**src/rtl/aximm_csr_slave.sv**
```systemverilog
// ---------------------------------------------------------------------------
// aximm_csr_slave
//
// CSR responder on the host control bus of the AXI-MM-over-AIB test harness.
// Host accesses are decoded into configuration, delay, status and
// data-capture registers. Writing the go bit of WR_CFG / RD_CFG issues a
// single-cycle start pulse to the matching traffic generator.
//
// Ports
//   avmm_clk, avmm_rst_n      : clock, asynchronous active-low reset
//   i_wren, i_rden            : level requests; one access per 0->1 edge
//   i_wr_addr, i_wrdata       : byte address (reads and writes), write data
//   o_master_readdata         : read data, held until the next response
//   o_master_readdatavalid    : one-cycle pulse qualifying readdata
//   o_master_waitrequest      : high while a read is in flight
//   i_link_sts                : asynchronous link-online flags (synchronised)
//   i_chk_sts                 : checker flags {align[1:0], done, pass}
//   i_wr_done, i_rd_done      : generator completion pulses (set stickies)
//   i_dout_*/i_din_*          : 64-bit captured beats, readable as 2 words
//   o_wr_cfg, o_rd_cfg        : config registers (bit 2 always 0)
//   o_mm_addr, o_dly_x/y/z    : register contents
//   o_wr_go, o_rd_go          : one-cycle start pulses
//   o_rd_state                : current read FSM state (debug)
// ---------------------------------------------------------------------------
module aximm_csr_slave #(
    parameter logic [15:0] BASE_HI   = 16'h5000,
    parameter logic [31:0] DLY_X_RST = 32'h0,
    parameter logic [31:0] DLY_Y_RST = 32'h0,
    parameter logic [31:0] DLY_Z_RST = 32'h0
) (
    input  logic        avmm_clk,
    input  logic        avmm_rst_n,
    input  logic        i_wren,
    input  logic        i_rden,
    input  logic [31:0] i_wr_addr,
    input  logic [31:0] i_wrdata,
    output logic [31:0] o_master_readdata,
    output logic        o_master_readdatavalid,
    output logic        o_master_waitrequest,
    input  logic [3:0]  i_link_sts,
    input  logic [3:0]  i_chk_sts,
    input  logic        i_wr_done,
    input  logic        i_rd_done,
    input  logic [63:0] i_dout_first,
    input  logic [63:0] i_dout_last,
    input  logic [63:0] i_din_first,
    input  logic [63:0] i_din_last,
    output logic [31:0] o_wr_cfg,
    output logic [31:0] o_rd_cfg,
    output logic [31:0] o_mm_addr,
    output logic        o_wr_go,
    output logic        o_rd_go,
    output logic [31:0] o_dly_x,
    output logic [31:0] o_dly_y,
    output logic [31:0] o_dly_z,
    output logic [1:0]  o_rd_state
);

    localparam logic [15:0] OFF_WR_CFG   = 16'h1000;
    localparam logic [15:0] OFF_MM_ADDR  = 16'h1004;
    localparam logic [15:0] OFF_BUS_STS  = 16'h1008;
    localparam logic [15:0] OFF_LINK_STS = 16'h100C;
    localparam logic [15:0] OFF_RD_CFG   = 16'h1010;
    localparam logic [15:0] OFF_DLY_X    = 16'h2000;
    localparam logic [15:0] OFF_DLY_Y    = 16'h2004;
    localparam logic [15:0] OFF_DLY_Z    = 16'h2008;
    localparam logic [15:0] OFF_DOF_LO   = 16'h4000;
    localparam logic [15:0] OFF_DOF_HI   = 16'h4004;
    localparam logic [15:0] OFF_DOL_LO   = 16'h4010;
    localparam logic [15:0] OFF_DOL_HI   = 16'h4014;
    localparam logic [15:0] OFF_DIF_LO   = 16'h4020;
    localparam logic [15:0] OFF_DIF_HI   = 16'h4024;
    localparam logic [15:0] OFF_DIL_LO   = 16'h4030;
    localparam logic [15:0] OFF_DIL_HI   = 16'h4034;

    // Go bit is a trigger, never stored.
    localparam logic [31:0] CFG_MASK = 32'hFFFF_FFFB;

    // Bus protocol: a request is a 0->1 edge of i_wren / i_rden, sampled
    // against a registered copy. A write completes without handshake. A read
    // accepted in IDLE raises waitrequest for two cycles; the cycle after
    // waitrequest falls, readdatavalid pulses once with readdata. Read edges
    // seen while waitrequest is high, or together with a write edge, are
    // dropped and never answered.

    typedef enum logic [1:0] {
        RD_IDLE   = 2'd0,
        RD_DECODE = 2'd1,
        RD_RESP   = 2'd2
    } rd_state_t;

    rd_state_t   state_q, state_d;

    logic        wren_q, rden_q;
    logic        wr_edge, rd_edge;
    logic        wr_pend;
    logic [31:0] wr_addr_q, wr_data_q;
    logic        wr_hit;
    logic [15:0] wr_off;
    logic        wr_go_d, rd_go_d;

    logic [31:0] wr_cfg_q, rd_cfg_q, mm_addr_q;
    logic [31:0] dly_x_q, dly_y_q, dly_z_q;
    logic        wr_done_q, rd_done_q;
    logic [3:0]  link_s1_q, link_s2_q;

    logic [31:0] rd_addr_q;
    logic [31:0] rd_mux;
    logic [31:0] rdata_q;
    logic        rd_accept, rdata_load, resp_fire;

    assign wr_edge = i_wren & ~wren_q;
    // A simultaneous write edge wins; the read is discarded.
    assign rd_edge = i_rden & ~rden_q & ~wr_edge;

    // Request edge detection and write capture. The write is staged one
    // cycle so that address decode works from stable registered values.
    always_ff @(posedge avmm_clk or negedge avmm_rst_n) begin
        if (!avmm_rst_n) begin
            wren_q    <= 1'b0;
            rden_q    <= 1'b0;
            wr_pend   <= 1'b0;
            wr_addr_q <= 32'h0;
            wr_data_q <= 32'h0;
        end else begin
            wren_q  <= i_wren;
            rden_q  <= i_rden;
            wr_pend <= wr_edge;
            if (wr_edge) begin
                wr_addr_q <= i_wr_addr;
                wr_data_q <= i_wrdata;
            end
        end
    end

    assign wr_hit  = wr_pend && (wr_addr_q[31:16] == BASE_HI);
    assign wr_off  = wr_addr_q[15:0];
    assign wr_go_d = wr_hit && (wr_off == OFF_WR_CFG) && wr_data_q[2];
    assign rd_go_d = wr_hit && (wr_off == OFF_RD_CFG) && wr_data_q[2];

    // RW registers. Read-only and unmapped offsets fall to default.
    always_ff @(posedge avmm_clk or negedge avmm_rst_n) begin
        if (!avmm_rst_n) begin
            wr_cfg_q  <= 32'h0;
            rd_cfg_q  <= 32'h0;
            mm_addr_q <= 32'h0;
            dly_x_q   <= DLY_X_RST;
            dly_y_q   <= DLY_Y_RST;
            dly_z_q   <= DLY_Z_RST;
        end else if (wr_hit) begin
            case (wr_off)
                OFF_WR_CFG:  wr_cfg_q  <= wr_data_q & CFG_MASK;
                OFF_RD_CFG:  rd_cfg_q  <= wr_data_q & CFG_MASK;
                OFF_MM_ADDR: mm_addr_q <= wr_data_q;
                OFF_DLY_X:   dly_x_q   <= wr_data_q;
                OFF_DLY_Y:   dly_y_q   <= wr_data_q;
                OFF_DLY_Z:   dly_z_q   <= wr_data_q;
                default:     ;
            endcase
        end
    end

    // Start pulses and completion stickies. A completion pulse arriving in
    // the same cycle as the clearing go-write leaves the sticky set.
    always_ff @(posedge avmm_clk or negedge avmm_rst_n) begin
        if (!avmm_rst_n) begin
            o_wr_go   <= 1'b0;
            o_rd_go   <= 1'b0;
            wr_done_q <= 1'b0;
            rd_done_q <= 1'b0;
        end else begin
            o_wr_go <= wr_go_d;
            o_rd_go <= rd_go_d;
            if (i_wr_done)    wr_done_q <= 1'b1;
            else if (wr_go_d) wr_done_q <= 1'b0;
            if (i_rd_done)    rd_done_q <= 1'b1;
            else if (rd_go_d) rd_done_q <= 1'b0;
        end
    end

    // Two-flop synchroniser for the asynchronous link flags.
    always_ff @(posedge avmm_clk or negedge avmm_rst_n) begin
        if (!avmm_rst_n) begin
            link_s1_q <= 4'h0;
            link_s2_q <= 4'h0;
        end else begin
            link_s1_q <= i_link_sts;
            link_s2_q <= link_s1_q;
        end
    end

    // Read mux, driven by the address latched when the read was accepted.
    always_comb begin
        rd_mux = 32'h0;
        if (rd_addr_q[31:16] == BASE_HI) begin
            case (rd_addr_q[15:0])
                OFF_WR_CFG:   rd_mux = wr_cfg_q;
                OFF_MM_ADDR:  rd_mux = mm_addr_q;
                OFF_BUS_STS:  rd_mux = {26'h0, rd_done_q, wr_done_q, i_chk_sts};
                OFF_LINK_STS: rd_mux = {28'h0, link_s2_q};
                OFF_RD_CFG:   rd_mux = rd_cfg_q;
                OFF_DLY_X:    rd_mux = dly_x_q;
                OFF_DLY_Y:    rd_mux = dly_y_q;
                OFF_DLY_Z:    rd_mux = dly_z_q;
                OFF_DOF_LO:   rd_mux = i_dout_first[31:0];
                OFF_DOF_HI:   rd_mux = i_dout_first[63:32];
                OFF_DOL_LO:   rd_mux = i_dout_last[31:0];
                OFF_DOL_HI:   rd_mux = i_dout_last[63:32];
                OFF_DIF_LO:   rd_mux = i_din_first[31:0];
                OFF_DIF_HI:   rd_mux = i_din_first[63:32];
                OFF_DIL_LO:   rd_mux = i_din_last[31:0];
                OFF_DIL_HI:   rd_mux = i_din_last[63:32];
                default:      rd_mux = 32'h0;
            endcase
        end
    end

    // Read FSM: state register.
    always_ff @(posedge avmm_clk or negedge avmm_rst_n) begin
        if (!avmm_rst_n) state_q <= RD_IDLE;
        else             state_q <= state_d;
    end

    // Read FSM: next state and control strobes.
    always_comb begin
        state_d              = state_q;
        rd_accept            = 1'b0;
        rdata_load           = 1'b0;
        resp_fire            = 1'b0;
        o_master_waitrequest = 1'b0;
        case (state_q)
            RD_IDLE: begin
                if (rd_edge) begin
                    rd_accept = 1'b1;
                    state_d   = RD_DECODE;
                end
            end
            RD_DECODE: begin
                o_master_waitrequest = 1'b1;
                rdata_load           = 1'b1;
                state_d              = RD_RESP;
            end
            RD_RESP: begin
                o_master_waitrequest = 1'b1;
                resp_fire            = 1'b1;
                state_d              = RD_IDLE;
            end
            default: state_d = RD_IDLE;
        endcase
    end

    // Read datapath. readdata/readdatavalid are registered so the response
    // appears the cycle after waitrequest falls.
    always_ff @(posedge avmm_clk or negedge avmm_rst_n) begin
        if (!avmm_rst_n) begin
            rd_addr_q              <= 32'h0;
            rdata_q                <= 32'h0;
            o_master_readdata      <= 32'h0;
            o_master_readdatavalid <= 1'b0;
        end else begin
            if (rd_accept)  rd_addr_q <= i_wr_addr;
            if (rdata_load) rdata_q   <= rd_mux;
            if (resp_fire)  o_master_readdata <= rdata_q;
            o_master_readdatavalid <= resp_fire;
        end
    end

    assign o_wr_cfg   = wr_cfg_q;
    assign o_rd_cfg   = rd_cfg_q;
    assign o_mm_addr  = mm_addr_q;
    assign o_dly_x    = dly_x_q;
    assign o_dly_y    = dly_y_q;
    assign o_dly_z    = dly_z_q;
    assign o_rd_state = state_q;

endmodule

```
**config.mk**
```make
export PLATFORM = sky130hd
export DESIGN_NAME = aximm_csr_slave
export DESIGN_NICKNAME = d
export VERILOG_FILES = /design/src/rtl/aximm_csr_slave.sv
export SDC_FILE = /design/constraint.sdc
export NUM_CORES = 1
export LEC_CHECK = 0
export BUFFER_PORTS_ARGS = -buffer_cell sky130_fd_sc_hd__buf_2
export CAP_MARGIN = 5
export CORE_AREA = 2 2 221 223
export DETAILED_ROUTE_END_ITERATION = 8
export DIE_AREA = 0 0 223 225
export GPL_TIMING_DRIVEN = 0
export SLEW_MARGIN = 25
export SYNTH_ARGS = -nofsm -noshare
export SYNTH_HDL_FRONTEND = slang
export SYNTH_SLANG_ARGS = --single-unit
```
**constraint.sdc**
```tcl
create_clock -name avmm_clk -period 2.9 [get_ports avmm_clk]
set_input_delay 0.435 -clock avmm_clk [delete_from_list [all_inputs] [get_ports avmm_clk]]
set_output_delay 0.435 -clock avmm_clk [all_outputs]
set_load 0.02 [all_outputs]
```
==> impl_metrics.toml <==
[clock_tree]
root_buffer = "clkbuf_16"
cts_max_level = 2
cts_tree = "yes"
clk_pin_slew_ns = 0.06
cts_sinks = 368
clk_latency_ns = 0.57
numCtsBuffers = 43
cts_max_path_buffers = 3

[routing]
vias_per_cell = 5.97
drc = 0
first_pass_iters = 7
wl_per_cell_um = 32.4
final_antenna_net_count = 0
drtIter0Drc = 1416
vias = 15600
routed_wl_um = 84900

[synth]
synth_edf_count = 0
synth_area_um2 = 17700
yosys_register_bits = 368
synth_cell_types = 85
async_flop_share = 1.00
ys_seq_area_frac = 0.521
avgSynthCellArea_um2 = 13.3
yosys_most_used_dff = "dfrtp_1"
synth_cells = 1326
synth_warnings = 0

[finish]
regArea_um2 = 9210
multi_input_area_um2 = 8090
drive_gt1_frac = 0.543
fill_cells = 4398
finalNetCount = 2296
syn_to_final_growth_pct = 31.3
design_area_um2 = 23200
final_cells = 2617

[setup_path]
slowest_stage = "nor4_4"
start_kind = "register"
crit_buf_inv = 2
critPathCaptureType = "register"
max_stage_delay_ns = 0.52
crit_chain = "nor4_4 -> nand4_1 -> nor2_4 -> buf_4 -> a222oi_1 -> buf_2 -> a41oi_1 -> a21o_1"
cp_data_required_time_ns = 3.42
arrival_ns = 3.38
crit_type = "reg -> reg"
critPathTopFamily = "simple AND/OR/NAND/NOR gates"
critPathMaxFanout = 10

[flow_run]
drv_cap = 0

[timing]
fin_crit_sh = 0.987
max-slew-margin-rel = 0.302
fin_worst_skew_ns = 0.0266
rsz0062_at_grt = "no"
tightest_slew_ns = 1.05
fmax_mhz = 349
hold_viol = 0
fin_crit_ns = 2.86
maxSlewViolCount = 0
setup_viol = 0

[worst_hold_path]
hp-class = "in -> reg"

[grt]
grt_pass1_vias = 15900
gr-usage-all-layers = 0.331
grt_pass1_wl_um = 117000
grt_max_degree = 90
overflow = 0
antenna_found_initial = 18

[die]
fp.coreArea_um2 = 47500
die_height_um = 225
row_count = 80
dieArea_um2 = 50200
num_io_pins = 564
initial_core_util = 0.371
die_w_um = 223

[placed_design]
hpwlAfterDp_um = 64000
port_buffers = 561
placed_area_um2 = 21400
dp.cells = 2510
gp_congestion = 0.932

[power_and_ir_drop]
pwr_density_cell_nw_per_um2 = 638
ir_worst_vdd_mv = 0.347
p_leak_nw = 11.8

[run_status]
outcome = "finished clean"
## state kept, by name, indices dropped and copies added (netlist names), 2 cells and up
signal,cells
o_mm_addr,32
o_wr_cfg,31
wr_addr_q,32
o_dly_x,32
o_master_readdata,32
wr_data_q,32
o_rd_state,2
rdata_q,32
o_dly_z,32
link_s1_q,4
o_dly_y,32
link_s2_q,4
rd_addr_q,32
o_rd_cfg,31
## synthesized netlist by cell type (all sizes together) (8+ instances only)
master | number | area share
a41oi | 11 | 0.0055
o2111ai | 9 | 0.0045
nand4 | 12 | 0.0043
a2bb2oi | 19 | 0.0094
buf | 71 | 0.024
o21ai | 8 | 0.0023
a221oi | 10 | 0.0050
a222oi | 39 | 0.022
nand3 | 19 | 0.0061
clkbuf | 21 | 0.0045
mux2i | 26 | 0.015
nand2 | 56 | 0.012
nor2 | 31 | 0.0077
a22o | 21 | 0.010
a22oi | 71 | 0.030
and3 | 24 | 0.0085
a21o | 12 | 0.0051
nor3 | 18 | 0.0094
nor4 | 17 | 0.010
mux2 | 332 | 0.22
a2111oi | 9 | 0.0045
dfrtp | 368 | 0.52
o211ai | 10 | 0.0043
## cells by family after synthesis
| group | Yosys count | share of synthesized area |
|---|---|---|
| adder cells (fa/ha/maj) | 4 | 0.00283 |
| multiplexers | 358 | 0.233 |
| AO/OA/AOI/OAI | 262 | 0.126 |
| buffers and inverters | 99 | 0.0295 |
| XOR/XNOR | 1 | 0.000496 |
| AND/OR/NAND/NOR | 233 | 0.0871 |
| flip-flops | 368 | 0.521 |
| other | 1 | 0.000212 |
## placed cells by master (no fill, tap or decap), types with 12 or more instances in the layout
master,Yosys,routed
buf_2,32,584
clkbuf_16,0,44
mux2_2,272,272
a22o_1,21,21
dfrtp_1,368,368
and3_1,24,24
nand2_1,55,55
a222oi_1,39,39
a21o_1,12,12
nor2_1,25,19
buf_4,7,31
clkbuf_2,0,15
nand4_1,12,12
mux2_4,30,30
a2bb2oi_1,19,19
a22oi_1,71,71
mux2i_1,26,26
mux2_1,30,30
clkbuf_1,21,21
nand3_1,18,17
## metal layers
metal	up-vias	global-route usage	share of wire	wire length, µm
met5	-	0	0.00095	81
met4	16	0.139	0.042	3560
met3	197	0.0741	0.086	7340
met2	911	0.552	0.48	40400
met1	8028	0.415	0.39	33500
li1	6462	-	-	-
## through the flow
| step | hold WS [ns] | power (W) | TNS, ns | util | setup WS, ns |
|---|---|---|---|---|---|
| floorplan | 0.139 | 0.00769 | 0 | - | 0.697 |
| global placement | 0.334 | 0.00928 | -2167.53 | 0.447 | -5.86 |
| detailed placement | 0.336 | 0.00938 | -39.46 | 0.451 | -0.943 |
| CTS | 0.0352 | 0.0148 | 0 | 0.486 | 0.00964 |
| global route | 0.0598 | 0.0152 | 0 | 0.488 | 0.00576 |
| finish | 0.0647 | 0.0148 | 0 | 0.488 | 0.0387 |
## report_power, final
group	leakage (nW)	internal (W)	switching, W	total (W)
clock network	0.689	0.00306	0.00225	0.00531
logic	6.17	0.00122	0.00227	0.00349
registers	4.89	0.00553	0.000469	0.00600
## worst reg2reg max path, delay by kind of cell, from the launching register on
family | cells | cell delay (ns)
buffers and inverters | 2 | 0.58
AOI/OAI and AO/OA | 3 | 0.55
and+or+nand+nor | 3 | 1.25
DFF | 1 | 0.43
## cell type report
class                      count  area share
clock buffer                  64      0.0550
antenna                        9    0.000971
timing repair buffer         588       0.135
sequential                   368       0.397
clock inverter                16     0.00453
buffer                        90      0.0237
tap                          615      0.0332
multi-input combinational    860       0.349
inverter                       7     0.00113
## timing repair
item                       4_1_cts  5_1_grt
resized for setup               43       34
hold buffers                     7        0
hold endpoints to repair        47        0
setup buffers                    9        4
setup endpoints to repair      150      126
pin swaps                        5        4
## path summary, 6_finish.rpt
| check | from | endpoint | slack [ns] | cells past startpoint |
|---|---|---|---|---|
| max | rd_addr_q[8] | rdata_q[10] | 0.04 | 8 |
| min | i_rd_done | rd_done_q | 0.06 | 2 |
| max reg2reg | rd_addr_q[8] | rdata_q[10] | 0.04 | 8 |
| min reg2reg | link_s1_q[2] | link_s2_q[2] | 0.35 | 0 |
| max in group asynchronous | avmm_rst_n | o_dly_z[23] | 1.31 | 4 |
| min in group asynchronous | avmm_rst_n | rd_addr_q[22] | 0.35 | 2 |
No activity file was read; power rests on OpenSTA's default activity.
